--- src/rtl/coin_acceptor_if.sv ---
// Coin acceptor link: slot sensor and ticket in, coin code, gates and queue status out.
// The acceptor itself uses the slave modport; the environment driving it uses master.
interface coin_acceptor_if;
    logic       coin_detect;
    logic [7:0] coin_weight;
    logic       ticket;
    logic [1:0] coin;
    logic       accept_gate;
    logic       reject_gate;
    logic       fifo_full;

    modport master (
        output coin_detect, coin_weight, ticket,
        input  coin, accept_gate, reject_gate, fifo_full
    );

    modport slave (
        input  coin_detect, coin_weight, ticket,
        output coin, accept_gate, reject_gate, fifo_full
    );
endinterface

--- src/rtl/coin_acceptor.sv ---
// Coin acceptor: debounces the slot, classifies the coin by weight, pulses the cashbox or
// return gate and presents accepted coins to vending_machine as one-cycle codes.
module coin_acceptor #(
    parameter int         DEBOUNCE    = 3,
    parameter logic [7:0] NICKEL_MIN  = 8'd45,
    parameter logic [7:0] NICKEL_MAX  = 8'd55,
    parameter logic [7:0] DIME_MIN    = 8'd20,
    parameter logic [7:0] DIME_MAX    = 8'd25,
    parameter int         FIFO_DEPTH  = 4,
    parameter int         GATE_CYCLES = 8
) (
    input logic            clk,
    input logic            rst,
    coin_acceptor_if.slave bus
);
    localparam logic [1:0] PENNY  = 2'd0;
    localparam logic [1:0] NICKEL = 2'd1;
    localparam logic [1:0] DIME   = 2'd2;

    localparam int CW = $clog2(DEBOUNCE + 1);
    localparam int AW = $clog2(FIFO_DEPTH);
    localparam int GW = $clog2(GATE_CYCLES + 1);
    localparam logic [CW-1:0] DEB_C     = CW'(DEBOUNCE);
    localparam logic [AW:0]   FULL_C    = (AW + 1)'(FIFO_DEPTH);
    localparam logic [GW-1:0] GATE_LAST = GW'(GATE_CYCLES - 1);

    typedef enum logic [2:0] {IDLE, DEB, MEAS, CLASS, WAIT_CLR} state_t;

    state_t          state, state_nxt;
    logic [CW-1:0]   cnt, cnt_nxt;
    logic [7:0]      weight_p0;
    logic            latch, push, pop, start_acc, start_rej, gate_busy;
    logic [1:0]      code;
    logic            accept_q, reject_q, full_q;
    logic [GW-1:0]   gcnt;
    logic [1:0]      coin_q;
    logic [1:0]      mem [FIFO_DEPTH];
    logic [AW-1:0]   wr_ptr, rd_ptr;
    logic [AW:0]     count, count_nxt;

    // Nickel window is tested first so it wins if the windows ever overlap.
    function automatic logic [1:0] classify(input logic [7:0] w);
        if (w >= NICKEL_MIN && w <= NICKEL_MAX) return NICKEL;
        if (w >= DIME_MIN && w <= DIME_MAX)     return DIME;
        return PENNY;
    endfunction

    assign gate_busy = accept_q | reject_q;
    assign code      = classify(weight_p0);

    always_comb begin
        state_nxt = state;
        cnt_nxt   = cnt;
        latch     = 1'b0;
        push      = 1'b0;
        start_acc = 1'b0;
        start_rej = 1'b0;
        case (state)
            IDLE: begin
                if (bus.coin_detect) begin
                    state_nxt = DEB;
                    cnt_nxt   = CW'(1);
                end
            end
            DEB: begin
                if (!bus.coin_detect)  state_nxt = IDLE;
                else if (cnt < DEB_C)  cnt_nxt   = cnt + 1'b1;
                else                   state_nxt = MEAS;
            end
            MEAS: begin
                latch     = 1'b1;
                state_nxt = CLASS;
            end
            CLASS: begin
                // A full queue bounces the coin back rather than losing it.
                if (code != PENNY && !full_q) begin
                    push      = 1'b1;
                    start_acc = 1'b1;
                end else begin
                    start_rej = 1'b1;
                end
                state_nxt = WAIT_CLR;
            end
            WAIT_CLR: begin
                if (!bus.coin_detect && !gate_busy) state_nxt = IDLE;
            end
            default: state_nxt = IDLE;
        endcase
    end

    always_ff @(posedge clk or negedge rst) begin
        if (!rst) begin
            state <= IDLE;
            cnt   <= '0;
        end else begin
            state <= state_nxt;
            cnt   <= cnt_nxt;
        end
    end

    always_ff @(posedge clk or negedge rst) begin
        if (!rst) begin
            accept_q <= 1'b0;
            reject_q <= 1'b0;
            gcnt     <= '0;
        end else if (start_acc) begin
            accept_q <= 1'b1;
            gcnt     <= GATE_LAST;
        end else if (start_rej) begin
            reject_q <= 1'b1;
            gcnt     <= GATE_LAST;
        end else if (gate_busy) begin
            if (gcnt == '0) begin
                accept_q <= 1'b0;
                reject_q <= 1'b0;
            end else begin
                gcnt <= gcnt - 1'b1;
            end
        end
    end

    // Requiring coin==0 forces an idle cycle after every code so ticket is seen in between.
    assign pop = (count != '0) && !bus.ticket && (coin_q == PENNY);

    always_comb begin
        count_nxt = count;
        if (push && !pop)      count_nxt = count + 1'b1;
        else if (!push && pop) count_nxt = count - 1'b1;
    end

    always_ff @(posedge clk or negedge rst) begin
        if (!rst) begin
            wr_ptr <= '0;
            rd_ptr <= '0;
            count  <= '0;
            full_q <= 1'b0;
            coin_q <= PENNY;
        end else begin
            if (push) wr_ptr <= wr_ptr + 1'b1;
            if (pop)  rd_ptr <= rd_ptr + 1'b1;
            count  <= count_nxt;
            full_q <= (count_nxt == FULL_C);
            coin_q <= pop ? mem[rd_ptr] : PENNY;
        end
    end

    always_ff @(posedge clk) begin
        if (push)  mem[wr_ptr] <= code;
        if (latch) weight_p0   <= bus.coin_weight;
    end

    assign bus.coin        = coin_q;
    assign bus.accept_gate = accept_q;
    assign bus.reject_gate = reject_q;
    assign bus.fifo_full   = full_q;
endmodule
--- src/flat_wrapper.sv ---
// flat-port wrapper written by rule: the top's interface ports become plain ports
module coin_acceptor_flat 
#(
    parameter int         DEBOUNCE    = 3,
    parameter logic [7:0] NICKEL_MIN  = 8'd45,
    parameter logic [7:0] NICKEL_MAX  = 8'd55,
    parameter logic [7:0] DIME_MIN    = 8'd20,
    parameter logic [7:0] DIME_MAX    = 8'd25,
    parameter int         FIFO_DEPTH  = 4,
    parameter int         GATE_CYCLES = 8
)
  (clk, rst, bus_coin_detect, bus_coin_weight, bus_ticket, bus_coin, bus_accept_gate, bus_reject_gate, bus_fifo_full);
  coin_acceptor_if bus_i ();
  input logic clk;
  input logic rst;
  input wire logic [$bits(bus_i.coin_detect)-1:0] bus_coin_detect;
  input wire logic [$bits(bus_i.coin_weight)-1:0] bus_coin_weight;
  input wire logic [$bits(bus_i.ticket)-1:0] bus_ticket;
  output wire logic [$bits(bus_i.coin)-1:0] bus_coin;
  output wire logic [$bits(bus_i.accept_gate)-1:0] bus_accept_gate;
  output wire logic [$bits(bus_i.reject_gate)-1:0] bus_reject_gate;
  output wire logic [$bits(bus_i.fifo_full)-1:0] bus_fifo_full;
  assign bus_i.coin_detect = bus_coin_detect;
  assign bus_i.coin_weight = bus_coin_weight;
  assign bus_i.ticket = bus_ticket;
  assign bus_coin = bus_i.coin;
  assign bus_accept_gate = bus_i.accept_gate;
  assign bus_reject_gate = bus_i.reject_gate;
  assign bus_fifo_full = bus_i.fifo_full;
  coin_acceptor #(.DEBOUNCE(DEBOUNCE), .NICKEL_MIN(NICKEL_MIN), .NICKEL_MAX(NICKEL_MAX), .DIME_MIN(DIME_MIN), .DIME_MAX(DIME_MAX), .FIFO_DEPTH(FIFO_DEPTH), .GATE_CYCLES(GATE_CYCLES)) u_core (.clk(clk), .rst(rst), .bus(bus_i));
endmodule
--- config.mk ---
export PLATFORM = sky130hd
export DESIGN_NAME = coin_acceptor_flat
export DESIGN_NICKNAME = d
export VERILOG_FILES = /design/src/rtl/coin_acceptor_if.sv /design/src/rtl/coin_acceptor.sv /design/src/flat_wrapper.sv
export SDC_FILE = /design/constraint.sdc
export NUM_CORES = 1
export LEC_CHECK = 0
export BUFFER_PORTS_ARGS = -buffer_cell sky130_fd_sc_hd__buf_2
export CAP_MARGIN = 20
export CORE_MARGIN = 2
export CORE_UTILIZATION = 40
export DETAILED_ROUTE_END_ITERATION = 6
export HOLD_SLACK_MARGIN = 0.03
export MAX_ROUTING_LAYER = met4
export PLACE_DENSITY = 0.63
export SLEW_MARGIN = 10
export SYNTH_ARGS = -nofsm -noshare
export SYNTH_HDL_FRONTEND = slang
export SYNTH_SLANG_ARGS = --single-unit
--- constraint.sdc ---
create_clock -name clk -period 4.7 [get_ports clk]
set_clock_uncertainty 0.1 [all_clocks]
set_input_delay 1.41 -clock clk [delete_from_list [all_inputs] [get_ports clk]]
set_output_delay 1.41 -clock clk [all_outputs]
set_load 0.01 [all_outputs]
==> out/qor.yml, run 1 <==
whs_ns: 0.407
pwr-share-seq: 0.484
min_period_over_period: 0.583
cts.sinks: 37
start_util: 0.426
synth_top_area_cell: "dfrtp_1"
outcome: "completed"
grt_usage: 0.129
wl_per_cell_um: 13.2
synthArstFlopShare: 0.568
syn_to_final_growth_pct: 12.1
grt_pass1_vias: 1093
viasPerCell: 5.20
critPathMaxFanout: 5
fin_util: 0.478
hold_path.class: "register to register"
cts_tree: "done"
synth_nets: 157
die_area_um2: 4890
max_stage_delay_ns: 0.62
yosys_warnings: 0
route.antenna.remaining_nets: 0
numCtsBuffers: 5
timing.fmax_ghz: 0.365
htree_levels: 2
switching_share: 0.330
p_int_w: 0.000710
synth_area_per_cell_um2: 12.8
synth_seq_cells: 37
yosysSeqAreaShare: 0.578
power.density_nw_per_um2: 543
antenna_found_initial: 0
cts_resized: 0
num_antenna_cells: 0
grt_pass1_wl_um: 4820
synth_common_cells: "dfrtp_1 (21), edfxtp_1 (16), nand2_1 (10), nor2_1 (10), ha_1 (9)"
crit_buf_inv: 1
firstDrtPassIters: 4
synthDominantCellAreaShare: 0.302
cp.required_ns: 4.77
cts_root_buf: "clkbuf_8"
synth_edf_count: 16
finalSetupViolCount: 0
power.share.clock: 0.203
comb_power_share: 0.313
worst_slack_ns: 1.96
core_area_um2: 4090
rsz0062_at_grt: "no"
regArea_um2: 1010
clk_pin_slew_worst_paths_ns: 0.07
die_x_um: 70.0
portBuffers: 16
fin_nets: 178
multi_input_area_um2: 686
drive_gt1_frac: 0.210
io_pins: 17
cp.arrival_ns: 2.81
die-height_um: 70.0
power_leakage_nw: 0.828
totalWireLength_um: 2730
cts_buffer_depth: 2
yosysMostFrequentCell: "dfrtp_1"
cpMaxStageDelayCell: "or4_1"
clk_latency_ns: 0.28
ys_types: 42
path_class: "primary input to register"
gr-total-overflow: 0
critPathLaunchType: "primary input"
synthTopCellsByArea: "dfrtp_1 (30%), edfxtp_1 (28%), ha_1 (6.5%), mux4_2 (2.6%), and2_1 (2.5%)"
final_max_slew_viol_count: 0
max-slew-margin-rel: 0.606
grt_start_max_net_pins: 22
layout_min_cycle_time_ns: 2.74
post-cts-setup-buffers: 0
cpLargestDelayFamily: "simple AND/OR/NAND/NOR gates"
p_switching_w: 0.000350
synth-main-ff-cell: "dfrtp_1"
end_kind: "register"
hold_viol_final: 0
drc: 0
dp_slack_ns: 1.66
std_cell_rows: 23
fill_cells: 395
syn-instance-count: 136
maxCapViolCount: 0
setup_tns_ns: 0
via_count: 1077
irDropWorstVdd_mv: 0.225
tightestPinTransition_ns: 0.591
dp_hpwl_um: 2040
cp_cell_sequence: "buf_2 > or4_1 > and2_2 > nor3b_1 > o31a_1"
syn_area_um2: 1740
gp_congestion: 0.795
drt-initial-drc-count: 80
postCtsHoldBufs: 0
## cell type report
type                       count  share of cell area
inverter                       7              0.0135
multi-input combinational     89               0.351
sequential                    37               0.515
clock buffer                   7              0.0442
timing repair buffer          17              0.0436
tap                           50              0.0321
## layer usage
layer | up-vias | wire [um] | global-route usage
li1 | 527 | - | -
met1 | 522 | 1160 | 0.142
met2 | 23 | 1400 | 0.216
met3 | 5 | 137 | 0.0476
met4 | 0 | 32 | 0.0449
met5 | - | 0 | -
## power by group through the flow
stage | clock network (W) | registers, W | logic, W
after floorplan | 0 | 0.000498 | 0.000266
after global placement | 0 | 0.000511 | 0.000311
final | 0.000215 | 0.000513 | 0.000331
after CTS | 0.000223 | 0.000513 | 0.000334
after detailed placement | 0 | 0.000518 | 0.000333
after global routing | 0.000239 | 0.000528 | 0.000380
## state kept, by name (all words and copies together), names as in the netlist
name / count
u_core.cnt: 2
u_core.bus.fifo_full: 1
u_core.gcnt: 4
u_core.state: 3
u_core.bus.reject_gate: 1
u_core.bus.accept_gate: 1
u_core.rd_ptr: 2
u_core.wr_ptr: 2
u_core.count: 3
u_core.weight_p0: 8
u_core.bus.coin: 2
u_core.mem: 8
## layout by cell type (no fill, tap or decap), types with 2 or more instances in the layout
master | Yosys | layout
a21oi_1 | 5 | 5
a22o_1 | 2 | 2
and2_1 | 7 | 7
buf_2 | 0 | 16
clkbuf_8 | 0 | 6
dfrtp_1 | 21 | 21
edfxtp_1 | 16 | 16
ha_1 | 9 | 9
inv_1 | 7 | 7
mux4_2 | 2 | 2
nand2_1 | 10 | 10
nor2_1 | 10 | 10
nor2b_1 | 3 | 3
nor3b_1 | 4 | 4
nor4_1 | 3 | 3
o211ai_1 | 2 | 2
o21ai_0 | 3 | 3
xnor2_1 | 5 | 5
xor2_1 | 2 | 2
## logic make-up after synthesis
logic type	after synthesis	share of synthesized area
adders and majority gates	9	0.0647
muxes	4	0.0381
DFF	37	0.578
and+or+nand+nor	50	0.172
xor gates and xnor gates	7	0.0352
AOI/OAI and AO/OA	19	0.0841
buffers and inverters	10	0.0280
## through the flow
step,total power (W),cells,instance area [um2]
2_1_floorplan,0.000764,136,1740
3_3_place_gp,0.000823,199,1860
3_5_place_dp,0.000851,199,1860
4_1_cts,0.00107,206,1950
5_1_grt,0.00115,207,1950
6_report,0.00106,207,1950
## worst paths after layout
path,slack (ns),endpoint,cells after the start,start
setup reg to reg,2.02,u_core.bus.fifo_full$_DFF_PN0_,6,u_core.weight_p0[6]$_DFFE_PP_
setup / recovery,1.96,u_core.bus.fifo_full$_DFF_PN0_,5,bus_ticket
hold / removal,0.41,u_core.state[1]$_DFFE_PN0P_,1,u_core.state[2]$_DFFE_PN0P_
max in group asynchronous,3.19,u_core.rd_ptr[1]$_DFFE_PN0P_,1,rst
min in group asynchronous,0.98,u_core.bus.accept_gate$_DFFE_PN0P_,1,rst
hold reg to reg,0.41,u_core.state[1]$_DFFE_PN0P_,1,u_core.state[2]$_DFFE_PN0P_
(Power assumes the default switching activity.)
==> run 2: changes to the inputs <==
- ABC_AREA: not set -> 1
- clock period: 4.7 -> 2.9 ns (I/O delays scaled with it)
==> run 2 against run 1 <==
Register-to-register slack worse by 0.83 ns; combinational power is 120% higher; critical endpoint is now u_core.count[2]$_DFF_PN0_; core utilization is 0.89 points lower; setup slack worse by 0.93 ns; cell area is 3.8% higher; critical path depth is 4 higher; largest power group unchanged; synthesized area is 1.8% higher.
==> out/qor.yml, run 2 <==
layout_common_cells: "inv_1 (36), nor2_1 (26), nand2_1 (24)"
rsz0062_at_grt: "no"
placed_cell_area_um2: 1920  # +3.0%
dp_slack_ns: 0.737  # -0.927 ns
firstDrtPassIters: 4  # unchanged
route.antenna.remaining_nets: 0  # unchanged
worst_slack_ns: 1.03  # -0.929 ns
cpMaxStageDelayCell: "nand2_1"
cts_resized: 0  # unchanged
synth-main-ff-cell: "dfrtp_1"
max_stage_delay_ns: 0.19  # -0.43 ns
critPathMaxFanout: 6  # +1
die_area_um2: 4980  # +1.7%
fin_nets: 227  # +28%
viasPerCell: 4.57  # -12%
min_path_cells: 2  # +1
synthDominantCellAreaShare: 0.297  # -0.00533
r2r-end: "u_core.count[2]$_DFF_PN0_"
drive_gt1_frac: 0.174  # -0.0363
cp.required_ns: 2.97  # -1.80 ns
path_class: "primary input to register"
r2r_slack_ns: 1.19  # -0.83 ns
crit_cells: 9  # +4
cts_root_buf: "clkbuf_8"
setup_tns_ns: 0  # unchanged
power_leakage_nw: 0.985  # +19%
synth_nets: 204  # +30%
post-cts-setup-buffers: 0  # unchanged
postCtsHoldBufs: 0  # unchanged
tightestPinTransition_ns: 0.700  # +0.108 ns
num_antenna_cells: 0  # unchanged
syn_area_um2: 1770  # +1.8%
cpMostUsedCell: "nand2_1"
min_period_over_period: 0.644
clk_pin_slew_worst_paths_ns: 0.07  # about the same
die-height_um: 70.6  # +0.84%
min_from: "u_core.gcnt[0]$_DFFE_PN0P_"
synthArstFlopShare: 0.568  # unchanged
synth_edf_count: 16  # unchanged
reg_top3: "u_core.mem x8, u_core.weight_p0 x8, u_core.gcnt x4"
antenna_found_initial: 0  # unchanged
htree_levels: 2  # unchanged
max-slew-margin-rel: 0.532  # -0.0740
cpLargestDelayFamily: "simple AND/OR/NAND/NOR gates"
grt_pass1_vias: 1142  # +4.5%
maxCapViolCount: 0  # unchanged
mostFrequentLayoutCell: "inv_1"
synthTopCellsByArea: "dfrtp_1 (30%), edfxtp_1 (27%), inv_1 (7.6%), ha_1 (6.4%), nor2_1 (5.5%)"
timing.fmax_ghz: 0.535
grt_usage: 0.127  # -0.00191
syn-instance-count: 183  # +35%
grt_start_max_net_pins: 22  # unchanged
dp_hpwl_um: 1950  # -4.4%
yosysMostFrequentCell: "inv_1"
via_count: 1184  # +9.9%
worstHoldEndpoint: "u_core.gcnt[0]$_DFFE_PN0P_"
grt_pass1_wl_um: 4710  # -2.3%
final_max_slew_viol_count: 0  # unchanged
finalSetupViolCount: 0  # unchanged
std_cell_rows: 24  # +4.3%
clk_latency_ns: 0.29  # about the same
fin_area_um2: 2030  # +3.8%
cts_tree: "done"
r2r_cells: 10  # +4
die_x_um: 70.6  # +0.84%
drc: 0  # unchanged
drt-initial-drc-count: 44  # -45%
critPathLaunchType: "primary input"
gp_congestion: 0.769  # -3.4%
io_pins: 17  # unchanged
end_kind: "register"
start_util: 0.410  # -0.0162
wl_per_cell_um: 10.3  # -22%
core_area_um2: 4320  # +5.8%
portBuffers: 16  # unchanged
layout_min_cycle_time_ns: 1.87
synth_seq_cells: 37  # unchanged
synth_common_cells: "inv_1 (36), nor2_1 (26), nand2_1 (24)"
gr-total-overflow: 0  # unchanged
cts.sinks: 37  # unchanged
cts_buffer_depth: 2  # unchanged
cp_cell_sequence: "buf_2 > nor3_1 > nand2_1 > inv_1 > nand2_4 > nand2_1 > nand2_1 > a21oi_1 > inv_1"
power.density_nw_per_um2: 978  # +80%
fill_cells: 424  # +7.3%
outcome: "completed"
numCtsBuffers: 5  # unchanged
syn_to_final_growth_pct: 14.4
crit_buf_inv: 3  # +2
totalWireLength_um: 2660  # -2.5%
reg2reg_from: "u_core.count[0]$_DFF_PN0_"
ys_types: 26  # -38%
irDropWorstVdd_mv: 0.399  # +77%
synth_area_per_cell_um2: 9.68  # -24%
hold_path.class: "register to register"
yosysSeqAreaShare: 0.568  # -0.0102
yosys_warnings: 0  # unchanged
cp.arrival_ns: 1.94  # -0.87 ns
hold_viol_final: 0  # unchanged
synth_top_area_cell: "dfrtp_1"
==> run 2: cell types whose count changed in the layout (fill, tap and decap cells not counted), sizes merged, moves of 3 or more <==
| cell | previous run | this run |
|---|---|---|
| nor2 | 10 | 28 |
| and2 | 8 | 0 |
| nor3b | 4 | 0 |
| xnor2 | 5 | 1 |
| nand2 | 10 | 29 |
| or3b | 3 | 0 |
| nand3 | 0 | 7 |
| inv | 7 | 38 |
| nor2b | 3 | 0 |
| o21ai | 3 | 10 |
| clkbuf | 8 | 5 |
| a21oi | 5 | 8 |
==> run 2: worst min-delay path: stages (launching register included) <==
cell and delay, ns:
dfrtp_1 0.35, nand2_1 0.05, nand3_1 0.06
==> run 2: cell families (layout without fill, tap and decap cells) <==
family,Yosys count,count (layout),share of synthesized area
AO/OA/AOI/OAI,21,21,0.0636
flip-flops,37,37,0.568
adder cells (fa/ha/maj),9,9,0.0636
buffers and inverters,38,62,0.0805
XOR/XNOR,5,5,0.0247
AND/OR/NAND/NOR,73,73,0.200
==> run 2: cell type report <==
type	count	area [um2]	area share
Clock buffer	5	68.8	0.0340
Tap cell	52	65.1	0.0321
Multi-Input combinational cell	108	623	0.307
Clock inverter	3	41.3	0.0204
Inverter	38	143	0.0704
Timing Repair Buffer	16	80.1	0.0395
Sequential cell	37	1010	0.496
==> run 2: power breakdown <==
| part | internal [W] | total, W | leakage [nW] | switching, W |
|---|---|---|---|---|
| sequential | 0.000713 | 0.000828 | 0.408 | 0.000115 |
| clock | 0.000253 | 0.000434 | 0.0518 | 0.000181 |
| combinational | 0.000271 | 0.000720 | 0.526 | 0.000449 |
==> run 2: how the worst max path moves through the flow <==
| stage | from | end | slack (ns) |
|---|---|---|---|
| final | bus_ticket | u_core.count[2]$_DFF_PN0_ | 1.03 |
| after global placement | bus_ticket | u_core.count[2]$_DFF_PN0_ | 0.77 |
| after floorplan | bus_ticket | u_core.bus.fifo_full$_DFF_PN0_ | 0.97 |
| after detailed placement | bus_ticket | u_core.count[2]$_DFF_PN0_ | 0.74 |
| after CTS | bus_ticket | u_core.count[2]$_DFF_PN0_ | 1.03 |
| after global routing | bus_ticket | u_core.count[2]$_DFF_PN0_ | 0.87 |
==> run 2: per-stage QoR <==
stage          instances   util  hold WS [ns]  total power (W)
6_report             259  0.469         0.389          0.00198
3_5_place_dp         251  0.443         0.377          0.00156
4_1_cts              259  0.469         0.393          0.00201
2_1_floorplan        183      -         0.352          0.00139
5_1_grt              259  0.469         0.417          0.00217
3_3_place_gp         251  0.443         0.367          0.00155
==> run 2: layer usage <==
metal | vias up | global-route usage | wire length (um)
met5 | - | - | 0
met2 | 13 | 0.201 | 1230
met3 | 7 | 0.0442 | 108
met1 | 535 | 0.140 | 1250
met4 | 0 | 0.0734 | 68
li1 | 629 | - | -
==> run 3: changes to the inputs <==
- ABC_AREA: 1 -> 0
- clock period: 2.9 -> 1.9 ns (I/O delays scaled with it)
==> run 3 against run 2 <==
The flow now finishes with violations (setup timing); first-iteration DRC count decreased by 14%; global-route usage increased by 1.6 points; count of clock-buffer cells in the layout unchanged; via count decreased by 2.2%; sequential share of layout area decreased by 3.9 points; cell count decreased by 12%; critical path type is now register to register; critical endpoint is now u_core.bus.fifo_full$_DFF_PN0_; largest cell class unchanged.
==> out/qor.yml, run 3 (synthesis gave the netlist of run 1 again) <==
outcome: "finished, violations left"
violations: "setup timing"
cp.arrival_ns: 2.43  # +0.49 ns
drc: 0  # unchanged
power.density_nw_per_um2: 1340  # +37%
viasPerCell: 5.08  # +11%
cp_cell_sequence: "or3b_4 > or4_4 > a311oi_4 > nor2_2 > and3_4 > o31a_1"
via_count: 1158  # -2.2%
hold_viol_final: 0  # unchanged
cp.required_ns: 1.98  # -0.99 ns
hold_path.class: "primary input to asynchronous set/reset pin"
cts_tree: "done"
gp_congestion: 0.793  # +3.1%
reg_top3: "u_core.mem x8, u_core.weight_p0 x8, u_core.gcnt x4"
grt_pass1_vias: 1193  # +4.5%
mostFrequentLayoutCell: "dfrtp_1"
clk_pin_slew_worst_paths_ns: 0.07  # about the same
end_kind: "register"
grt_usage: 0.143  # +0.0161
route.antenna.remaining_nets: 0  # unchanged
min_period_over_period: 1.24
cpMaxStageDelayCell: "or4_4"
gr-total-overflow: 0  # unchanged
finalSetupViolCount: 16  # +16
postCtsHoldBufs: 0  # unchanged
start_util: 0.426  # +0.0162
htree_levels: 2  # unchanged
io_pins: 17  # unchanged
maxCapViolCount: 0  # unchanged
critPathLaunchType: "register"
die_area_um2: 4890  # -1.7%
max_stage_delay_ns: 0.44  # +0.25 ns
core_area_um2: 4090  # -5.5%
cts_root_buf: "clkbuf_8"
dp_hpwl_um: 2210  # +13%
setup_tns_ns: -5.26  # -5.26 ns
r2r_slack_ns: -0.46  # -1.65 ns
totalWireLength_um: 2910  # +9.5%
drt-initial-drc-count: 38  # -14%
irDropWorstVdd_mv: 0.497  # +25%
fill_cells: 349  # -18%
reg2reg_from: "u_core.weight_p0[6]$_DFFE_PP_"
antenna_found_initial: 0  # unchanged
grt_start_max_net_pins: 22  # unchanged
std_cell_rows: 23  # -4.2%
worst_slack_ns: -0.457  # -1.49 ns
rsz0062_at_grt: "yes"
layout_min_cycle_time_ns: 2.36
p_total_w: 0.00295  # +49%
clk_latency_ns: 0.29  # about the same
numCtsBuffers: 5  # unchanged
critPathMaxFanout: 4  # -2
power_leakage_nw: 0.960  # -2.6%
portBuffers: 16  # unchanged
die_x_um: 70.0  # -0.84%
firstDrtPassIters: 4  # unchanged
drive_gt1_frac: 0.382  # +0.208
layout_common_cells: "dfrtp_1 (21), buf_4 (17), buf_2 (16), edfxtp_1 (16), ha_1 (9)"
tightestPinTransition_ns: 0.489  # -0.211 ns
num_antenna_cells: 0  # unchanged
grt_pass1_wl_um: 5330  # +13%
cts_buffer_depth: 2  # unchanged
cts.sinks: 37  # unchanged
path_class: "register to register"
crit_buf_inv: 0  # -3
syn_to_final_growth_pct: 26.5
wl_per_cell_um: 12.8  # +24%
die-height_um: 70.0  # -0.84%
final_max_slew_viol_count: 0  # unchanged
timing.fmax_ghz: 0.424
r2r-end: "u_core.bus.fifo_full$_DFF_PN0_"
fin_nets: 198  # -13%
r2r_cells: 6  # -4
cpLargestDelayFamily: "simple AND/OR/NAND/NOR gates"
max-slew-margin-rel: 0.674  # +0.142
-- run 3: cell count changes in the layout (fill, tap and decap cells not counted), sizes merged, moves of 3 or more --
cell and delta:
a21oi -3, buf +21, o21ai -7, inv -31, nor2b +3, nor3b +4, and2 +8, nand2 -19
xnor2 +4, nor2 -18, nand3 -7, or3b +3
-- run 3: worst max-delay path by stage --
stage / end / from / slack [ns] / depth (start not counted)
finish: u_core.bus.fifo_full$_DFF_PN0_ / u_core.weight_p0[6]$_DFFE_PP_ / -0.46 / 6
global route: u_core.bus.fifo_full$_DFF_PN0_ / u_core.weight_p0[6]$_DFFE_PP_ / -0.57 / 6
CTS: u_core.bus.fifo_full$_DFF_PN0_ / u_core.weight_p0[6]$_DFFE_PP_ / -0.45 / 6
detailed placement: u_core.bus.fifo_full$_DFF_PN0_ / u_core.weight_p0[6]$_DFFE_PP_ / -0.44 / 6
global placement: u_core.bus.fifo_full$_DFF_PN0_ / u_core.weight_p0[6]$_DFFE_PP_ / -0.38 / 6
floorplan: u_core.bus.fifo_full$_DFF_PN0_ / u_core.weight_p0[6]$_DFFE_PP_ / -0.39 / 7
-- run 3: timing repair --
action / CTS / global route
setup buffers: 2 / 2
cloned: 0 / 0
pin swaps: 2 / 4
resized for setup: 4 / 15
setup endpoints to repair: 16 / 20
-- run 3: layout make-up --
type	instances	area, um2	area share
tap	50	62.6	0.0284
clock buffer	5	68.8	0.0313
multi-input combinational	89	738	0.335
clock inverter	3	46.3	0.0210
inverter	7	26.3	0.0119
timing repair buffer	37	253	0.115
sequential	37	1010	0.457
-- run 3: metrics by stage --
stage | hold WS, ns | worst slack [ns] | instance area, um2 | std cells | utilization
final | 0.136 | -0.457 | 2200 | 228 | 0.539
after global routing | 0.168 | -0.568 | 2200 | 228 | 0.539
after CTS | 0.152 | -0.447 | 2140 | 226 | 0.524
after detailed placement | 0.408 | -0.438 | 1990 | 216 | 0.487
after global placement | 0.386 | -0.380 | 1990 | 216 | 0.487
after floorplan | 0.174 | -0.386 | 1740 | 136 | -
-- run 3: metal layers --
metal / vias up / track usage / wire length, um
li1: 575 / - / -
met1: 554 / 0.158 / 1230
met2: 23 / 0.241 / 1510
met3: 6 / 0.0447 / 123
met4: 0 / 0.0577 / 53
met5: - / - / 0
-- run 3: power breakdown --
part           internal, W  switching [W]  leakage (nW)  total (W)
Clock             0.000392       0.000283        0.0543   0.000675
Sequential         0.00105       0.000170         0.412    0.00122
Combinational     0.000565       0.000488         0.493    0.00105
Total              0.00201       0.000940         0.960    0.00295
